<file path="config.mk">
export PLATFORM = sky130hd
export DESIGN_NAME = miniled_scan_driver_flat
export DESIGN_NICKNAME = d
export VERILOG_FILES = /design/src/rtl/miniled_pkg.sv /design/src/rtl/miniled_scan_driver_if.sv /design/src/rtl/miniled_clk_phase.sv /design/src/rtl/miniled_scan_driver.sv /design/src/flat_wrapper.sv
export SDC_FILE = /design/constraint.sdc
export NUM_CORES = 1
export LEC_CHECK = 0
export BUFFER_PORTS_ARGS = -buffer_cell sky130_fd_sc_hd__buf_2
export CORE_MARGIN = 5
export CORE_UTILIZATION = 35
export DETAILED_ROUTE_END_ITERATION = 7
export PLACE_DENSITY_LB_ADDON = 0.25
export SLEW_MARGIN = 20
export SYNTH_ARGS = -nofsm -noshare
export SYNTH_HDL_FRONTEND = slang
export SYNTH_SLANG_ARGS = --single-unit
export TNS_END_PERCENT = 20
</file>
<file path="constraint.sdc">
create_clock -name I_clk -period 4.3 [get_ports I_clk]
set_clock_uncertainty 0.15 [all_clocks]
set_input_delay 0.43 -clock I_clk [delete_from_list [all_inputs] [get_ports I_clk]]
set_output_delay 0.43 -clock I_clk [all_outputs]
set_load 0.1 [all_outputs]
</file>
<file path="src/rtl/miniled_pkg.sv">
// Shared FSM state encoding and counter sizing helper for the mini-LED scan driver.
package miniled_pkg;

  localparam logic [2:0] ST_IDLE    = 3'd0;
  localparam logic [2:0] ST_FETCH   = 3'd1;
  localparam logic [2:0] ST_SHIFT   = 3'd2;
  localparam logic [2:0] ST_LATCH   = 3'd3;
  localparam logic [2:0] ST_DISPLAY = 3'd4;
  localparam logic [2:0] ST_BLANK   = 3'd5;

  // Bits needed for a counter running 0..n-1, never narrower than 1.
  function automatic int cnt_w(input int n);
    return (n <= 1) ? 1 : $clog2(n);
  endfunction

endpackage

</file>
<file path="src/rtl/miniled_scan_driver_if.sv">
// Frame-buffer read port: address out, lane-packed data back one cycle later.
interface miniled_scan_driver_if #(
  parameter int IDX_W    = 9,
  parameter int CHAN_NUM = 1,
  parameter int DATA_W   = 16
);
  import miniled_pkg::*;

  logic [IDX_W-1:0]           light_index;
  logic [CHAN_NUM*DATA_W-1:0] mapped_light;

  modport master (output light_index, input mapped_light);
  modport slave  (input light_index, output mapped_light);

endinterface

</file>
<file path="src/rtl/miniled_clk_phase.sv">
// CLK_DIV-cycle phase counter shared by shift, latch and grayscale clocking;
// restarts at phase 0 whenever en_i drops.
module miniled_clk_phase
  import miniled_pkg::*;
#(
  parameter int CLK_DIV = 4
) (
  input  logic clk_i,
  input  logic rst_i,
  input  logic en_i,
  output logic first_half_o,
  output logic period_end_o
);

  localparam int CW = cnt_w(CLK_DIV);

  logic [CW-1:0] cnt_q, cnt_d;

  always_comb begin
    cnt_d = cnt_q;
    if (!en_i || period_end_o) cnt_d = '0;
    else                       cnt_d = cnt_q + CW'(1);
  end

  always_ff @(posedge clk_i) begin
    if (rst_i) cnt_q <= '0;
    else       cnt_q <= cnt_d;
  end

  assign first_half_o = en_i && (cnt_q < CW'(CLK_DIV / 2));
  assign period_end_o = en_i && (cnt_q == CW'(CLK_DIV - 1));

endmodule

</file>
<file path="src/rtl/miniled_scan_driver.sv">
// Mini-LED scan driver: fetch words, shift them out per lane, latch, then light one row with GCLK.
// Define SCAN_BLANK_EN to stretch the inter-row blank to BLANK_CYC cycles (default: 1 cycle).
module miniled_scan_driver
  import miniled_pkg::*;
#(
  parameter int SCAN_NUM     = 4,
  parameter int CHAN_NUM     = 1,
  parameter int LED_PER_CHAN = 128,
  parameter int DATA_W       = 16,
  parameter int IDX_W        = 9,
  parameter int CLK_DIV      = 4,
  parameter int GCLK_PULSES  = 256,
  parameter int BLANK_CYC    = 8
) (
  input  logic                I_clk,
  input  logic                sys_rst,
  input  logic                light_refresh,
  miniled_scan_driver_if.master fb,
  output logic                LE,
  output logic                DCLK,
  output logic [CHAN_NUM-1:0] SDI,
  output logic                GCLK,
  output logic [SCAN_NUM-1:0] scan,
  output logic                busy,
  output logic                frame_done
);

  localparam int SW = cnt_w(SCAN_NUM);
  localparam int WW = cnt_w(LED_PER_CHAN);
  localparam int BW = cnt_w(DATA_W);
  localparam int PW = cnt_w(GCLK_PULSES);

  if (SCAN_NUM * LED_PER_CHAN > 2 ** IDX_W) begin : g_bad_idx
    $error("IDX_W too narrow for SCAN_NUM*LED_PER_CHAN");
  end
  if (CLK_DIV < 2 || (CLK_DIV % 2) != 0) begin : g_bad_div
    $error("CLK_DIV must be even and >= 2");
  end
  if (BLANK_CYC < 1) begin : g_bad_blank
    $error("BLANK_CYC must be >= 1");
  end

  logic [2:0]                       state_q, state_d;
  logic [SW-1:0]                    s_q, s_d;
  logic [WW-1:0]                    w_q, w_d;
  logic [BW-1:0]                    bit_q, bit_d;
  logic [PW-1:0]                    pls_q, pls_d;
  logic                             fph_q, fph_d;
  logic [IDX_W-1:0]                 idx_q, idx_d;
  logic [CHAN_NUM-1:0][DATA_W-1:0]  sr_q, sr_d;
  logic [IDX_W-1:0]                 cur_idx;
  logic                             ph_en, ph_first, ph_end;
  logic                             blank_last;

  assign ph_en = (state_q == ST_SHIFT) || (state_q == ST_LATCH) || (state_q == ST_DISPLAY);

  miniled_clk_phase #(.CLK_DIV(CLK_DIV)) u_phase (
    .clk_i        (I_clk),
    .rst_i        (sys_rst),
    .en_i         (ph_en),
    .first_half_o (ph_first),
    .period_end_o (ph_end)
  );

`ifdef SCAN_BLANK_EN
  localparam int KW = cnt_w(BLANK_CYC);
  logic [KW-1:0] blk_q;

  always_ff @(posedge I_clk) begin
    if (sys_rst || state_q != ST_BLANK) blk_q <= '0;
    else                                blk_q <= blk_q + KW'(1);
  end

  assign blank_last = (blk_q == KW'(BLANK_CYC - 1));
`else
  assign blank_last = 1'b1;
`endif

  assign cur_idx = IDX_W'(int'(s_q) * LED_PER_CHAN + int'(w_q));

  always_comb begin
    state_d = state_q;
    s_d     = s_q;
    w_d     = w_q;
    bit_d   = bit_q;
    pls_d   = pls_q;
    fph_d   = fph_q;
    idx_d   = idx_q;
    sr_d    = sr_q;
    case (state_q)
      ST_IDLE: begin
        if (light_refresh) begin
          state_d = ST_FETCH;
          s_d     = '0;
          w_d     = '0;
          fph_d   = 1'b0;
        end
      end
      ST_FETCH: begin
        if (!fph_q) begin
          fph_d = 1'b1;
          idx_d = cur_idx;
        end else begin
          fph_d   = 1'b0;
          sr_d    = fb.mapped_light;
          bit_d   = '0;
          state_d = ST_SHIFT;
        end
      end
      ST_SHIFT: begin
        if (ph_end) begin
          for (int c = 0; c < CHAN_NUM; c++) sr_d[c] = sr_q[c] << 1;
          if (bit_q == BW'(DATA_W - 1)) begin
            if (w_q == WW'(LED_PER_CHAN - 1)) begin
              state_d = ST_LATCH;
            end else begin
              w_d     = w_q + WW'(1);
              state_d = ST_FETCH;
            end
          end else begin
            bit_d = bit_q + BW'(1);
          end
        end
      end
      ST_LATCH: begin
        if (ph_end) begin
          state_d = ST_DISPLAY;
          pls_d   = '0;
        end
      end
      ST_DISPLAY: begin
        if (ph_end) begin
          if (pls_q == PW'(GCLK_PULSES - 1)) state_d = ST_BLANK;
          else                               pls_d   = pls_q + PW'(1);
        end
      end
      ST_BLANK: begin
        // Free-running: the last row wraps straight back to row 0.
        if (blank_last) begin
          state_d = ST_FETCH;
          w_d     = '0;
          s_d     = (s_q == SW'(SCAN_NUM - 1)) ? '0 : s_q + SW'(1);
        end
      end
      default: state_d = ST_IDLE;
    endcase
  end

  always_ff @(posedge I_clk) begin
    if (sys_rst) begin
      state_q <= ST_IDLE;
      s_q     <= '0;
      w_q     <= '0;
      bit_q   <= '0;
      pls_q   <= '0;
      fph_q   <= 1'b0;
      idx_q   <= '0;
      sr_q    <= '0;
    end else begin
      state_q <= state_d;
      s_q     <= s_d;
      w_q     <= w_d;
      bit_q   <= bit_d;
      pls_q   <= pls_d;
      fph_q   <= fph_d;
      idx_q   <= idx_d;
      sr_q    <= sr_d;
    end
  end

  assign fb.light_index = (state_q == ST_FETCH && !fph_q) ? cur_idx : idx_q;

  always_comb begin
    for (int c = 0; c < CHAN_NUM; c++) SDI[c] = (state_q == ST_SHIFT) && sr_q[c][DATA_W-1];
    scan = '0;
    if (state_q == ST_DISPLAY) scan[s_q] = 1'b1;
  end

  assign DCLK       = (state_q == ST_SHIFT) && !ph_first;
  assign LE         = (state_q == ST_LATCH);
  assign GCLK       = (state_q == ST_DISPLAY) && ph_first;
  assign busy       = (state_q != ST_IDLE);
  assign frame_done = (state_q == ST_BLANK) && blank_last && (s_q == SW'(SCAN_NUM - 1));

endmodule

</file>
<file path="src/flat_wrapper.sv">
// flat-port wrapper written by rule: the top's interface ports become plain ports
module miniled_scan_driver_flat import miniled_pkg::*;
#(
  parameter int SCAN_NUM     = 4,
  parameter int CHAN_NUM     = 1,
  parameter int LED_PER_CHAN = 128,
  parameter int DATA_W       = 16,
  parameter int IDX_W        = 9,
  parameter int CLK_DIV      = 4,
  parameter int GCLK_PULSES  = 256,
  parameter int BLANK_CYC    = 8
)
  (I_clk, sys_rst, light_refresh, LE, DCLK, SDI, GCLK, scan, busy, frame_done, fb_light_index, fb_mapped_light);
  miniled_scan_driver_if #(.IDX_W(IDX_W), .CHAN_NUM(CHAN_NUM), .DATA_W(DATA_W)) fb_i ();
  input  logic I_clk;
  input  logic sys_rst;
  input  logic light_refresh;
  output logic LE;
  output logic DCLK;
  output logic [CHAN_NUM-1:0] SDI;
  output logic GCLK;
  output logic [SCAN_NUM-1:0] scan;
  output logic busy;
  output logic frame_done;
  output wire logic [$bits(fb_i.light_index)-1:0] fb_light_index;
  input wire logic [$bits(fb_i.mapped_light)-1:0] fb_mapped_light;
  assign fb_light_index = fb_i.light_index;
  assign fb_i.mapped_light = fb_mapped_light;
  miniled_scan_driver #(.SCAN_NUM(SCAN_NUM), .CHAN_NUM(CHAN_NUM), .LED_PER_CHAN(LED_PER_CHAN), .DATA_W(DATA_W), .IDX_W(IDX_W), .CLK_DIV(CLK_DIV), .GCLK_PULSES(GCLK_PULSES), .BLANK_CYC(BLANK_CYC)) u_core (.I_clk(I_clk), .sys_rst(sys_rst), .light_refresh(light_refresh), .fb(fb_i), .LE(LE), .DCLK(DCLK), .SDI(SDI), .GCLK(GCLK), .scan(scan), .busy(busy), .frame_done(frame_done));
endmodule
</file>
==> reports/metrics.cfg <==
[worst_setup_path]
max_stage_delay_ps = 790
rr_worst_depth = 5
cp_top_family = simple AND/OR/NAND/NOR gates
required_ps = 3720
cp.arrival_ps = 2600
crit_fanout = 24
slowest_stage = dfxtp_1
path_cells = nand2b_1 > nor3_4 > mux2_4 > buf_2
critPathCaptureType = output port
cp-start-kind = register
worst-path-buf-inv = 1
worst-path-stages = 4
path_class = reg -> out

[drt]
wl_um = 5543
wl_per_cell_um = 12.92
final_antenna_net_count = 0
vias = 2230
via_per_inst = 5.198
dr.pass1.iters = 4
first_iter_violations = 120
route.detailed.drc = 0

[global_route]
grt-ovfl-total = 0
grt_pass1_vias = 2100
grt_first_pass_wirelength_um = 9673
globalRouteTotalUtil = 0.1184
grt_start_max_net_pins = 53
antenna_found_initial = 0

[floorplan]
coreArea_um2 = 7687
fp.dieArea_um2 = 9679
die_y_um = 98.38
initial_utilization = 0.3556
die_x_um = 98.38
ioPinCount = 38
rows = 32

[min_path]
holdPathStages = 3
worstHoldPathType = in -> reg

[sta]
slew-limit-headroom = 0.3917
finalSetupTns_ps = 0
worst_pin_slew_ps = 912.4
maxSlewViolCount = 0
hold_viol = 0
fmax_mhz = 314.9
min_period_ps = 3176
finalCritPeriodShare = 0.7385
rsz0062_at_grt = no
setup_violations = 0

[clock_tree]
cts_tree = yes
cts_hold_buf = 0
ctsResizeCount = 0
cts_setup_buffers = 0
cts_root_buf = clkbuf_8
cts_buffers = 5
ctsLongestPathBuffers = 2
clk_transition_reported_paths_ps = 100
h-tree-depth = 2
clkSinkCount = 52
clock_latency_ps = 300

[finish]
drive_gt1_frac = 0.1927
syn_to_final_growth_pct = 12.04
diodes = 0
instances_no_fill = 429
final_common_cell = dfxtp_1
final_nets = 353
layout_common_cells = dfxtp_1, buf_2, nor2_1

[yosys]
synth_seq_cells = 52
syn_area_um2 = 2734
yosys_warnings = 0
ys_async_sr_fraction = 0
synth.distinct_cells = 54
syn-mean-instance-area_um2 = 9.143
yosysSeqAreaShare = 0.3808
syn-num-nets = 326
synth_edf_count = 0
synth_top_flop_cell = dfxtp_1
netlist_instances = 299

[placement]
gp_routability_congestion = 0.7383
dpl.cell_count = 421
buffer_ports.inserted = 37
post-dp-hpwl_um = 3872

[power]
p_leak_nw = 1.145
power_density_nw_per_um2 = 280.6
power_w = 0.0008594
vdd.ir_drop.worst_v = 0.0001268

[run]
maxCapViolCount = 0

[status]
outcome = completed

[Yosys cell counts, drive strengths merged, types with 4 or more instances]
cell type	n	area (um^2)
and2	8	50.05
dfxtp	52	1041
inv	8	30.03
nor3	5	36.29
and2b	9	67.56
mux2i	17	170.2
o21ai	14	73.82
clkbuf	10	37.54
nand4b	5	43.79
a21oi	19	98.85
mux2	9	135.1
a211oi	18	135.1
nor2	27	103.9
buf	9	56.30
nand2	6	22.52
ha	8	100.1
nand3	18	90.09
nand4	4	25.02
or3	10	62.56
[per-stage QoR]
step / hold WS (ps) / cell area (um^2) / util / setup WS (ps)
floorplan: 257.2 / 2734 / - / 1577
global placement: 267.4 / 2974 / 0.3869 / 1504
detailed placement: 283.7 / 2974 / 0.3869 / 1425
CTS: 288.7 / 3063 / 0.3984 / 1078
global route: 286.4 / 3063 / 0.3984 / 902.6
finish: 300.2 / 3063 / 0.3984 / 1124
[layer usage]
| layer | routed length [um] | vias to the layer above | global-route usage |
|---|---|---|---|
| met5 | 0 | - | 0 |
| li1 | - | 1160 | - |
| met1 | 2873 | 1010 | 0.1627 |
| met3 | 348 | 6 | 0.03429 |
| met2 | 2255 | 54 | 0.1778 |
| met4 | 66 | 0 | 0.03992 |
[registers in the layout (all words and copies together), names as in the netlist]
name	flops
u_core.bit_q	4
u_core.fph_q	1
u_core.idx_q	9
u_core.pls_q	8
u_core.s_q	2
u_core.sr_q	16
u_core.state_q	3
u_core.u_phase.cnt_q	2
u_core.w_q	7
[kinds of logic after synthesis]
group           share of synthesized area
fa+ha+maj                         0.03661
flops                              0.3808
compound gates                     0.1620
simple gates                       0.2604
mux                                0.1117
xor+xnor                         0.003204
buf+inv                           0.04531
[final timing paths]
kind	start	slack, ps	to
setup / recovery	u_core.state_q[0]$_SDFFE_PP0P_	1120	fb_light_index[4]
hold / removal	fb_mapped_light[9]	300	u_core.sr_q[9]$_SDFFE_PP0P_
setup reg to reg	u_core.state_q[0]$_SDFFE_PP0P_	1830	u_core.sr_q[4]$_SDFFE_PP0P_
hold reg to reg	u_core.u_phase.cnt_q[0]$_SDFF_PP0_	310	u_core.u_phase.cnt_q[0]$_SDFF_PP0_
[area by class of cell]
type | instances | area, um^2
Sequential cell | 52 | 1041
Clock inverter | 2 | 16.27
Tap cell | 102 | 127.6
Clock buffer | 6 | 72.57
Timing Repair Buffer | 39 | 200.2
Multi-Input combinational cell | 220 | 1575
Inverter | 8 | 30.03
Fill cell | 809 | 4624
[worst min-delay path, delay by kind of cell]
kind	cells	cell delay, ps
muxes	1	110
buffers and inverters	1	90
AOI/OAI and AO/OA	1	80
[where the power goes]
| part | switching, W | internal (W) | leakage, nW |
|---|---|---|---|
| Clock | 0.000163 | 0.000116 | 0.0414 |
| Sequential | 0.0000119 | 0.000489 | 0.420 |
| Combinational | 0.0000459 | 0.0000328 | 0.684 |
(Power assumes the default switching activity.)
